## config.mk

```make
export PLATFORM = sky130hd
export DESIGN_NAME = score_keeper
export DESIGN_NICKNAME = d
export VERILOG_FILES = /design/src/rtl/score_keeper.sv
export SDC_FILE = /design/constraint.sdc
export NUM_CORES = 1
export LEC_CHECK = 0
export ABC_CLOCK_PERIOD_IN_PS = 1800
export BUFFER_PORTS_ARGS = -buffer_cell sky130_fd_sc_hd__buf_2
export CORE_MARGIN = 2
export CORE_UTILIZATION = 41
export DETAILED_ROUTE_END_ITERATION = 8
export PLACE_DENSITY = 0.71
export SYNTH_ARGS = -nofsm -noshare
export SYNTH_HDL_FRONTEND = slang
export SYNTH_SLANG_ARGS = --single-unit
```

## constraint.sdc

```tcl
create_clock -name clk -period 1.8 [get_ports clk]
set_input_delay 0.45 -clock clk [delete_from_list [all_inputs] [get_ports clk]]
set_output_delay 0.45 -clock clk [all_outputs]
set_load 0.02 [all_outputs]
```

## src/rtl/score_keeper.sv

```systemverilog
// Rally/score sequencer: serve pause, point scoring, game-over detection.
// Optional win-by-two deuce rule enabled by defining SCORE_WIN_BY_TWO_EN.
module score_keeper #(
    parameter int unsigned WIN_SCORE    = 7,
    parameter int unsigned SERVE_FRAMES = 60
) (
    input  logic       clk,
    input  logic       resetn,
    input  logic       frame_tick,
    input  logic       left_miss,
    input  logic       right_miss,
    input  logic       start,
    output logic [3:0] left_score,
    output logic [3:0] right_score,
    output logic       ball_enable,
    output logic       serving,
    output logic       serve_dir,
    output logic       gameover,
    output logic       winner
);

    localparam int unsigned SCORE_W = 4;
    localparam int unsigned CNT_W   = 8;

    localparam logic [SCORE_W-1:0] WIN_TGT    = SCORE_W'(WIN_SCORE);
    localparam logic [SCORE_W-1:0] SCORE_MAX  = '1;
    localparam logic [CNT_W-1:0]   SERVE_LAST = CNT_W'(SERVE_FRAMES - 1);

    typedef enum logic [2:0] {
        S_IDLE  = 3'd0,
        S_SERVE = 3'd1,
        S_PLAY  = 3'd2,
        S_POINT = 3'd3,
        S_OVER  = 3'd4
    } state_t;

    state_t             state_q, state_d;
    logic [SCORE_W-1:0] left_score_q, left_score_d;
    logic [SCORE_W-1:0] right_score_q, right_score_d;
    logic [CNT_W-1:0]   frame_cnt_q, frame_cnt_d;
    logic               ball_enable_q, ball_enable_d;
    logic               serving_q, serving_d;
    logic               serve_dir_q, serve_dir_d;
    logic               gameover_q, gameover_d;
    logic               winner_q, winner_d;
    logic               left_win_c, right_win_c;

`ifdef SCORE_WIN_BY_TWO_EN
    logic [SCORE_W:0] lead_r_c, lead_l_c;

    // Borrow bit of the 5-bit difference marks a trailing score
    always_comb begin
        lead_r_c    = {1'b0, right_score_q} - {1'b0, left_score_q};
        lead_l_c    = {1'b0, left_score_q} - {1'b0, right_score_q};
        right_win_c = ((right_score_q >= WIN_TGT) && !lead_r_c[SCORE_W]
                       && (lead_r_c[SCORE_W-1:0] >= SCORE_W'(2)))
                      || (right_score_q == SCORE_MAX);
        left_win_c  = ((left_score_q >= WIN_TGT) && !lead_l_c[SCORE_W]
                       && (lead_l_c[SCORE_W-1:0] >= SCORE_W'(2)))
                      || (left_score_q == SCORE_MAX);
    end
`else
    always_comb begin
        right_win_c = (right_score_q >= WIN_TGT);
        left_win_c  = (left_score_q >= WIN_TGT);
    end
`endif

    // State register
    always_ff @(posedge clk or negedge resetn) begin
        if (!resetn) state_q <= S_IDLE;
        else         state_q <= state_d;
    end

    // Next-state logic
    always_comb begin
        state_d = state_q;
        case (state_q)
            S_IDLE:  if (start) state_d = S_SERVE;
            S_SERVE: if (frame_tick && (frame_cnt_q == SERVE_LAST)) state_d = S_PLAY;
            S_PLAY: begin
                if (left_miss && right_miss)     state_d = S_SERVE;
                else if (left_miss || right_miss) state_d = S_POINT;
            end
            S_POINT: state_d = (left_win_c || right_win_c) ? S_OVER : S_SERVE;
            S_OVER:  if (start) state_d = S_SERVE;
            default: state_d = S_IDLE;
        endcase
    end

    // Datapath and output next values; flags decode the upcoming state
    always_comb begin
        left_score_d  = left_score_q;
        right_score_d = right_score_q;
        serve_dir_d   = serve_dir_q;
        winner_d      = winner_q;
        frame_cnt_d   = '0;
        case (state_q)
            S_IDLE: begin
                if (start) begin
                    left_score_d  = '0;
                    right_score_d = '0;
                end
            end
            S_SERVE: begin
                frame_cnt_d = frame_tick ? frame_cnt_q + CNT_W'(1) : frame_cnt_q;
            end
            S_PLAY: begin
                if (left_miss && !right_miss) begin
                    right_score_d = (right_score_q == SCORE_MAX) ? right_score_q
                                                                 : right_score_q + SCORE_W'(1);
                    serve_dir_d   = 1'b0;
                end else if (right_miss && !left_miss) begin
                    left_score_d  = (left_score_q == SCORE_MAX) ? left_score_q
                                                                : left_score_q + SCORE_W'(1);
                    serve_dir_d   = 1'b1;
                end
            end
            S_POINT: begin
                // On a double win (15-15) the last scorer takes it; serve_dir points away from them
                if (left_win_c || right_win_c)
                    winner_d = (left_win_c && right_win_c) ? !serve_dir_q : right_win_c;
            end
            S_OVER: begin
                if (start) begin
                    left_score_d  = '0;
                    right_score_d = '0;
                    serve_dir_d   = 1'b1;
                    winner_d      = 1'b0;
                end
            end
            default: ;
        endcase
        ball_enable_d = (state_d == S_PLAY);
        serving_d     = (state_d == S_SERVE);
        gameover_d    = (state_d == S_OVER);
    end

    always_ff @(posedge clk or negedge resetn) begin
        if (!resetn) begin
            left_score_q  <= '0;
            right_score_q <= '0;
            frame_cnt_q   <= '0;
            ball_enable_q <= 1'b0;
            serving_q     <= 1'b0;
            serve_dir_q   <= 1'b1;
            gameover_q    <= 1'b0;
            winner_q      <= 1'b0;
        end else begin
            left_score_q  <= left_score_d;
            right_score_q <= right_score_d;
            frame_cnt_q   <= frame_cnt_d;
            ball_enable_q <= ball_enable_d;
            serving_q     <= serving_d;
            serve_dir_q   <= serve_dir_d;
            gameover_q    <= gameover_d;
            winner_q      <= winner_d;
        end
    end

    assign left_score  = left_score_q;
    assign right_score = right_score_q;
    assign ball_enable = ball_enable_q;
    assign serving     = serving_q;
    assign serve_dir   = serve_dir_q;
    assign gameover    = gameover_q;
    assign winner      = winner_q;

endmodule
```

==> flow_metrics.env, run 1 <==
export IMPL_cts_post_setup_buffers_inserted=0
export IMPL_drc=0
export IMPL_required_ns=2.03
export IMPL_ant_nets=0
export IMPL_clk_pin_slew_ns=0.13
export IMPL_fin_crit_ns=1.60
export IMPL_timing_final_crit_share=0.886
export IMPL_synth_area_per_cell_sq_um=9.67
export IMPL_slowest_delay_ns=0.57
export IMPL_ys_warn_count=0
export IMPL_holdBufCountCts=0
export IMPL_regArea_sq_um=602
export IMPL_vias=1075
export IMPL_finalHoldViolations=0
export IMPL_maxCapViolCount=0
export IMPL_grt_start_max_net_pins=25
export IMPL_critPathLaunchType="flop"
export IMPL_stdcell_count=205
export IMPL_dr_first_iter_drc_count=30
export IMPL_synthesis_area_sq_um=1340
export IMPL_coreArea_sq_um=3080
export IMPL_overflow=0
export IMPL_multi_input_area_sq_um=677
export IMPL_ys_ff_latch=24
export IMPL_hold_slack_ns=0.0961
export IMPL_drv_slew=0
export IMPL_power_net_switching_uw=361
export IMPL_gp_congestion=0.874
export IMPL_cp_cell_sequence="or4b_4 > nor3_4 > o221ai_2 > and3b_1"
export IMPL_hpwl_microns=1920
export IMPL_p_clk_frac=0.299
export IMPL_internal_power_uw=923
export IMPL_diodes=0
export IMPL_insertion_delay_ns=0.32
export IMPL_die_h_microns=61.3
export IMPL_min_path_type="in2async"
export IMPL_antenna_found_initial=0
export IMPL_sw_frac_of_total=0.281
export IMPL_critical_path_max_fanout=5
export IMPL_io_pins=19
export IMPL_synthToLayoutAreaGrowth_pct=14.9
export IMPL_cts_max_level=1
export IMPL_clock_path_buffers=2
export IMPL_crit_slowest_cell="or4b_4"
export IMPL_grt_pass1_vias=1039
export IMPL_status="completed"
export IMPL_end_kind="flop"
export IMPL_pwr_share_comb=0.173
export IMPL_floorplan_initialDensity=0.437
export IMPL_seqPwrFrac=0.528
export IMPL_relSlewSlack=0.632
export IMPL_cts_buffers_inserted=3
export IMPL_rsz0062_at_grt="false"
export IMPL_crit_type="reg2reg"
export IMPL_drtPass1Iterations=4
export IMPL_die_area_sq_um=3750
export IMPL_worst_slew_pin_slew_ns=0.552
export IMPL_setup_violations=0
export IMPL_total_power_mw=1.28
export IMPL_power_leakage_nw=0.737
export IMPL_final_fill_count=302
export IMPL_layout_nets=175
export IMPL_cts_tree="done"
export IMPL_clkSinkCount=24
export IMPL_wl_per_cell_microns=12.5
export IMPL_power_density_nw_per_um2=832
export IMPL_syn_num_nets=152
export IMPL_ir_drop_mv=0.635
export IMPL_worst_ep_arrival_time_ns=1.82
export IMPL_ys_types=40
export IMPL_root_buffer="clkbuf_4"
export IMPL_postSynthCellCount=139
export IMPL_grt_usage=0.157
export IMPL_via_per_inst=5.24
export IMPL_skew_ns=0.0102
export IMPL_wl_microns=2570
export IMPL_ctsResizeCount=0
export IMPL_fin_util=0.502
export IMPL_rows=20
export IMPL_yosysSeqAreaShare=0.448
export IMPL_port_buffers=18
export IMPL_clock_fmax_mhz=627
export IMPL_die_w_microns=61.3
export IMPL_drive_gt1_frac=0.217
export IMPL_grt_first_pass_wirelength_microns=4400
export IMPL_path_buf_inv=0
export IMPL_dp_cells=201
export IMPL_final_setup_tns_ns=0
export IMPL_path_delay_family="simple AND/OR/NAND/NOR gates"
cells in the final DEF (no fill, tap or decap), types with 3 or more instances in the layout:
master	Yosys	final
nor2_1	12	12
nand3_1	9	9
buf_4	2	5
inv_1	8	8
a31oi_1	3	3
o21ai_0	8	8
dfrtp_1	23	23
nand4_1	4	4
buf_2	1	18
nand2_1	16	16
clkbuf_4	0	3
a21oi_1	8	8
ha_1	7	7
xor2_1	3	3
worst paths after layout:
check | startpoint | to | slack (ns) | cells after the start
worst max-delay path | frame_cnt_q[2]$_DFFE_PN0P_ | serving$_DFF_PN0_ | 0.20 | 4
worst min register to register | serve_dir$_DFFE_PN1P_ | serve_dir$_DFFE_PN1P_ | 0.52 | 2
max in group asynchronous | resetn | serve_dir$_DFFE_PN1P_ | 1.32 | 1
worst max register to register | frame_cnt_q[2]$_DFFE_PN0P_ | serving$_DFF_PN0_ | 0.20 | 4
min in group clk | frame_tick | frame_cnt_q[0]$_DFFE_PN0P_ | 0.46 | 3
worst min-delay path | resetn | frame_cnt_q[4]$_DFFE_PN0P_ | 0.1 | 1
registers in the layout, indices dropped and copies added (netlist names):
signal	count
state_q	3
right_score	4
winner	1
serving	1
ball_enable	1
left_score	4
frame_cnt_q	8
serve_dir	1
gameover	1
power by group through the flow:
stage | Clock [mW] | Combinational, mW | Sequential, mW
after floorplan | 0 | 0.146 | 0.691
after global placement | 0 | 0.219 | 0.684
after detailed placement | 0 | 0.225 | 0.689
after CTS | 0.402 | 0.227 | 0.679
after global routing | 0.422 | 0.255 | 0.693
final | 0.384 | 0.223 | 0.678
Yosys cell counts, drive strengths merged:
library cell  instances  area, sq um
a311o                 1         10.0
xor2                  3         26.3
or4b                  1         13.8
or3b                  2         17.5
and3                  1         6.26
and4b                 1         10.0
a31oi                 3         18.8
and3b                 2         17.5
nor2b                 1         6.26
nand4b                1         8.76
a32o                  2         20.0
o221ai                1         15.0
o21ai                 8         40.0
nor4b                 1         15.0
o22ai                 2         12.5
nor3b                 2         26.3
nand4                 4         25.0
inv                   8         30.0
or3                   2         12.5
a41oi                 1         8.76
dfstp                 1         26.3
nand2b                2         12.5
or2                   2         12.5
xnor2                 2         17.5
buf                   4         31.3
nand2                16         60.1
mux2i                 2         20.0
dfrtp                23          576
ha                    7         87.6
a21oi                 8         40.0
nor2                 12         45.0
nand3                 9         45.0
nor3                  3         26.3
clkbuf                1         3.75
cell families after synthesis:
kind of cell,synth area share
multiplexers,0.0149
AO/OA/AOI/OAI,0.123
buffers and inverters,0.0484
flip-flops,0.448
AND/OR/NAND/NOR,0.268
XOR/XNOR,0.0326
adder cells (fa/ha/maj),0.0652
worst reg2reg max path: cells and delay by family, from the launching register on:
| kind | cells | cell delay, ns |
|---|---|---|
| simple gates | 3 | 0.91 |
| compound gates | 1 | 0.14 |
| flops | 1 | 0.45 |
metal layers:
layer,share of wire,GRT usage
met5,0,0
met4,0.0074,0.0497
met3,0.036,0.0378
met2,0.48,0.269
met1,0.47,0.194
through the flow:
stage | cell area, sq um | setup WS, ns
floorplan | 1340 | 0.276
global placement | 1490 | 0.205
detailed placement | 1490 | 0.161
CTS | 1540 | 0.194
finish | 1540 | 0.205
global route | 1540 | 0.125
cell type report:
class / count / area share
clock buffer: 3 / 0.0146
inverter: 8 / 0.0194
clock inverter: 1 / 0.0194
multi-input combinational: 102 / 0.438
timing repair buffer: 23 / 0.0827
sequential: 24 / 0.390
tap: 44 / 0.0357
Note: power is estimated with default switching activity, not from simulation.
==> run 2, diff against run 1 <==
Settings changed: REMOVE_ABC_BUFFERS from default to 1.
==> run 2 against run 1 <==
Net effect:
- worst hold slack better by 0.0049 ns
- flip-flop and latch count unchanged
- critical endpoint unchanged
- maximum frequency rose by 1.1%
- sequential share of layout area is 0.61 points higher
==> flow_metrics.env, run 2 (synthesis gave the netlist of run 1 again) <==
export IMPL_status="completed"
export IMPL_antenna_found_initial=0
export IMPL_critPathLaunchType="flop"
export IMPL_critical_path_max_fanout=5
export IMPL_grt_pass1_vias=994
export IMPL_crit_slowest_cell="or4b_4"
export IMPL_rows=20
export IMPL_layout_nets=174
export IMPL_power_leakage_nw=0.724
export IMPL_die_w_microns=61.3
export IMPL_relSlewSlack=0.637
export IMPL_setup_violations=0
export IMPL_wl_microns=2680
export IMPL_worst_slew_pin_slew_ns=0.545
export IMPL_hold_slack_ns=0.101
export IMPL_maxCapViolCount=0
export IMPL_via_per_inst=5.32
export IMPL_power_density_nw_per_um2=778
export IMPL_grt_usage=0.159
export IMPL_cp_cell_sequence="or4b_4 > nor3_4 > o221ai_2 > and3b_1"
export IMPL_clk_pin_slew_ns=0.13
export IMPL_cts_max_level=1
export IMPL_multi_input_area_sq_um=677
export IMPL_path_delay_family="simple AND/OR/NAND/NOR gates"
export IMPL_rsz0062_at_grt="false"
export IMPL_cts_buffers_inserted=3
export IMPL_hpwl_microns=2030
export IMPL_grt_start_max_net_pins=25
export IMPL_slowest_delay_ns=0.57
export IMPL_drtPass1Iterations=4
export IMPL_port_buffers=18
export IMPL_ir_drop_mv=0.387
export IMPL_regArea_sq_um=602
export IMPL_drv_slew=0
export IMPL_holdBufCountCts=0
export IMPL_grt_first_pass_wirelength_microns=4480
export IMPL_vias=1086
export IMPL_dr_first_iter_drc_count=60
export IMPL_ant_nets=0
export IMPL_final_common_cell="dfrtp_1"
export IMPL_clock_path_buffers=2
export IMPL_cts_tree="done"
export IMPL_skew_ns=0.00217
export IMPL_min_path_type="in2async"
export IMPL_end_kind="flop"
export IMPL_fin_crit_ns=1.58
export IMPL_cts_post_setup_buffers_inserted=0
export IMPL_path_buf_inv=0
export IMPL_insertion_delay_ns=0.31
export IMPL_largest_register_ffs=8
export IMPL_die_h_microns=61.3
export IMPL_crit_type="reg2reg"
export IMPL_overflow=0
export IMPL_finalHoldViolations=0
export IMPL_coreArea_sq_um=3080
export IMPL_final_cell_mix="23 x dfrtp_1, 18 x buf_2, 16 x nand2_1"
export IMPL_diodes=0
export IMPL_root_buffer="clkbuf_4"
export IMPL_final_fill_count=305
export IMPL_die_area_sq_um=3750
export IMPL_gp_congestion=0.826
export IMPL_required_ns=2.02
export IMPL_io_pins=19
export IMPL_drc=0
export IMPL_drive_gt1_frac=0.213
export IMPL_worst_ep_arrival_time_ns=1.80
export IMPL_final_setup_tns_ns=0
export IMPL_clkSinkCount=24
export IMPL_synthToLayoutAreaGrowth_pct=13.1
export IMPL_ctsResizeCount=0
export IMPL_timing_final_crit_share=0.876
export IMPL_clock_fmax_mhz=634
export IMPL_wl_per_cell_microns=13.1
export IMPL_regMostFlops="frame_cnt_q"
export IMPL_floorplan_initialDensity=0.437
[run 2: routing by layer]
metal | track usage | routed length, microns | vias to the layer above | part of all wire
met2 | 0.245 | 1290 | 30 | 0.48
met1 | 0.225 | 1270 | 521 | 0.47
li1 | - | - | 533 | -
met5 | 0 | 0 | - | 0
met3 | 0.0294 | 105 | 2 | 0.039
met4 | 0.0559 | 12 | 0 | 0.0045
[run 2: worst paths after layout]
path	start	endpoint	slack (ns)	cells after the start
worst max-delay path	frame_cnt_q[2]$_DFFE_PN0P_	serving$_DFF_PN0_	0.22	4
worst min-delay path	resetn	frame_cnt_q[3]$_DFFE_PN0P_	0.10	1
worst max register to register	frame_cnt_q[2]$_DFFE_PN0P_	serving$_DFF_PN0_	0.22	4
worst min register to register	serve_dir$_DFFE_PN1P_	serve_dir$_DFFE_PN1P_	0.53	2
max in group asynchronous	resetn	serve_dir$_DFFE_PN1P_	1.33	1
min in group clk	frame_tick	frame_cnt_q[0]$_DFFE_PN0P_	0.48	3
[run 2: layout make-up]
class	count	share of cell area
well taps	44	0.0362
flip-flops and latches	24	0.396
multi-input cells	102	0.445
repair buffers	22	0.0790
inverters	8	0.0198
clock buffers	4	0.0239
[run 2: per-stage QoR]
stage / power [mW] / worst slack (ns) / instances / area (sq um) / utilization
finish: 1.18 / 0.223 / 204 / 1520 / 0.494
global route: 1.27 / 0.103 / 204 / 1520 / 0.494
CTS: 1.20 / 0.215 / 204 / 1520 / 0.494
detailed placement: 0.912 / 0.160 / 200 / 1480 / 0.482
global placement: 0.900 / 0.210 / 200 / 1480 / 0.482
floorplan: 0.831 / 0.276 / 134 / 1310 / -
[run 2: worst register-to-register path, cell delays in order, from the launching register on]
cell	delay, ns
dfrtp_1	0.45
or4b_4	0.57
nor3_4	0.16
o221ai_2	0.14
and3b_1	0.18
[run 2: power by group]
part           internal (mW)  total, mW  switching [mW]
logic                 0.0926      0.221           0.129
clock network          0.123      0.284           0.160
registers              0.604      0.677          0.0731
total                  0.820       1.18           0.362
==> run 3, diff against run 2 <==
Settings changed: ABC_CLOCK_PERIOD_IN_PS 1800 to 1700.
Clock period 1.8 ns to 1.7 ns, I/O delays scaled along.
==> run 3 against run 2 <==
Net effect:
- first-iteration DRC count rose by 30%
- critical endpoint unchanged
- non-clock buffer count up 2
- critical path type unchanged
- critical path depth did not move
- routed wire length increased by 1.6%
==> flow_metrics.env, run 3 (synthesis gave the netlist of run 1 again) <==
export IMPL_status="completed"
export IMPL_setup_ws_ns=0.0788
export IMPL_dp_slack_ns=0.0814
export IMPL_grt_usage=0.175
export IMPL_crit_type="reg2reg"
export IMPL_floorplan_initialDensity=0.437
export IMPL_diodes=0
export IMPL_clkSinkCount=24
export IMPL_relSlewSlack=0.644
export IMPL_hpwl_microns=2060
export IMPL_wl_per_cell_microns=13.2
export IMPL_insertion_delay_ns=0.32
export IMPL_die_w_microns=61.3
export IMPL_die_area_sq_um=3750
export IMPL_worst_ep_arrival_time_ns=1.84
export IMPL_total_power_mw=1.37
export IMPL_critPathLaunchType="flop"
export IMPL_required_ns=1.92
export IMPL_timing_final_crit_share=0.954
export IMPL_finalHoldViolations=0
export IMPL_vias=1120
export IMPL_skew_ns=0.00260
export IMPL_final_setup_tns_ns=0
export IMPL_end_kind="flop"
export IMPL_wl_microns=2720
export IMPL_drv_slew=0
export IMPL_ant_nets=0
export IMPL_coreArea_sq_um=3080
export IMPL_rows=20
export IMPL_io_pins=19
export IMPL_rsz0062_at_grt="false"
export IMPL_power_leakage_nw=0.742
export IMPL_clock_path_buffers=2
export IMPL_worstRegToRegCells=4
export IMPL_drive_gt1_frac=0.222
export IMPL_ctsResizeCount=0
export IMPL_dr_first_iter_drc_count=78
export IMPL_grt_pass1_vias=1075
export IMPL_cts_tree="done"
export IMPL_synthToLayoutAreaGrowth_pct=15.5
export IMPL_cts_max_level=1
export IMPL_antenna_found_initial=0
export IMPL_gp_congestion=0.840
export IMPL_layout_nets=176
export IMPL_grt_first_pass_wirelength_microns=4900
export IMPL_largest_register_ffs=8
export IMPL_die_h_microns=61.3
export IMPL_grt_start_max_net_pins=25
export IMPL_r2r_start="frame_cnt_q[2]$_DFFE_PN0P_"
export IMPL_fin_util=0.504
export IMPL_port_buffers=18
export IMPL_min_path_type="in2async"
export IMPL_critical_path_max_fanout=5
export IMPL_final_common_cell="dfrtp_1"
export IMPL_root_buffer="clkbuf_4"
export IMPL_hold_slack_ns=0.0669
export IMPL_timing_rr_end="serving$_DFF_PN0_"
export IMPL_drc=0
export IMPL_holdBufCountCts=0
export IMPL_overflow=0
export IMPL_worst_slew_pin_slew_ns=0.533
export IMPL_cts_buffers_inserted=3
export IMPL_clock_fmax_mhz=617
export IMPL_final_cell_mix="23 x dfrtp_1, 18 x buf_2, 16 x nand2_1"
export IMPL_final_fill_count=299
export IMPL_via_per_inst=5.44
export IMPL_ir_drop_mv=0.497
export IMPL_cts_post_setup_buffers_inserted=0
export IMPL_setup_violations=0
export IMPL_maxCapViolCount=0
export IMPL_clk_pin_slew_ns=0.13
export IMPL_regMostFlops="frame_cnt_q"
export IMPL_rrSetupSlack_ns=0.08
export IMPL_drtPass1Iterations=4
export IMPL_power_density_nw_per_um2=885
export IMPL_fin_crit_ns=1.62
==> run 3: cell types whose count changed in the layout (fill, tap and decap cells not counted), sizes merged <==
cell    before  now
bufinv       0    1
buf         22   24
clkbuf       4    3
==> run 3: worst max-delay path, stage by stage, from the launching register on <==
cell      delay [ns]
dfrtp_1         0.46
or4b_4          0.57
nor3_4          0.16
o221ai_2        0.14
and3b_1         0.19
==> run 3: how the worst max path moves through the flow <==
stage                                     from                   endpoint  slack, ns  depth (start not counted)
floorplan            left_score[0]$_DFFE_PN0P_  left_score[2]$_DFFE_PN0P_       0.18                          5
global placement    frame_cnt_q[2]$_DFFE_PN0P_          serving$_DFF_PN0_       0.13                          4
detailed placement                  right_miss  left_score[2]$_DFFE_PN0P_       0.08                          6
CTS                 frame_cnt_q[2]$_DFFE_PN0P_          serving$_DFF_PN0_       0.08                          4
global route        frame_cnt_q[2]$_DFFE_PN0P_          serving$_DFF_PN0_      0.006                          4
finish              frame_cnt_q[2]$_DFFE_PN0P_          serving$_DFF_PN0_       0.08                          4
==> run 3: cell type report <==
cell class | count | area (sq um) | area share
multi-input combinational | 102 | 677 | 0.436
sequential | 24 | 602 | 0.388
timing repair buffer | 24 | 135 | 0.0871
tap | 44 | 55.1 | 0.0355
clock inverter | 1 | 30.0 | 0.0194
inverter | 8 | 30.0 | 0.0194
clock buffer | 3 | 22.5 | 0.0145
==> run 3: where the power goes <==
group | leakage (nW) | switching (mW) | internal, mW
registers | 0.303 | 0.0778 | 0.639
clock network | 0.0279 | 0.173 | 0.238
logic | 0.411 | 0.142 | 0.102
total | 0.742 | 0.393 | 0.980
==> run 3: metrics by stage <==
stage          area [sq um]  cells
5_1_grt                1550    206
3_5_place_dp           1500    202
6_report               1550    206
3_3_place_gp           1500    202
4_1_cts                1550    206
2_1_floorplan          1310    134
==> run 3: routing by layer <==
metal	track usage	wire length (microns)
met5	0	0
met4	0.0528	37
met3	0.0462	152
met2	0.283	1320
met1	0.230	1210
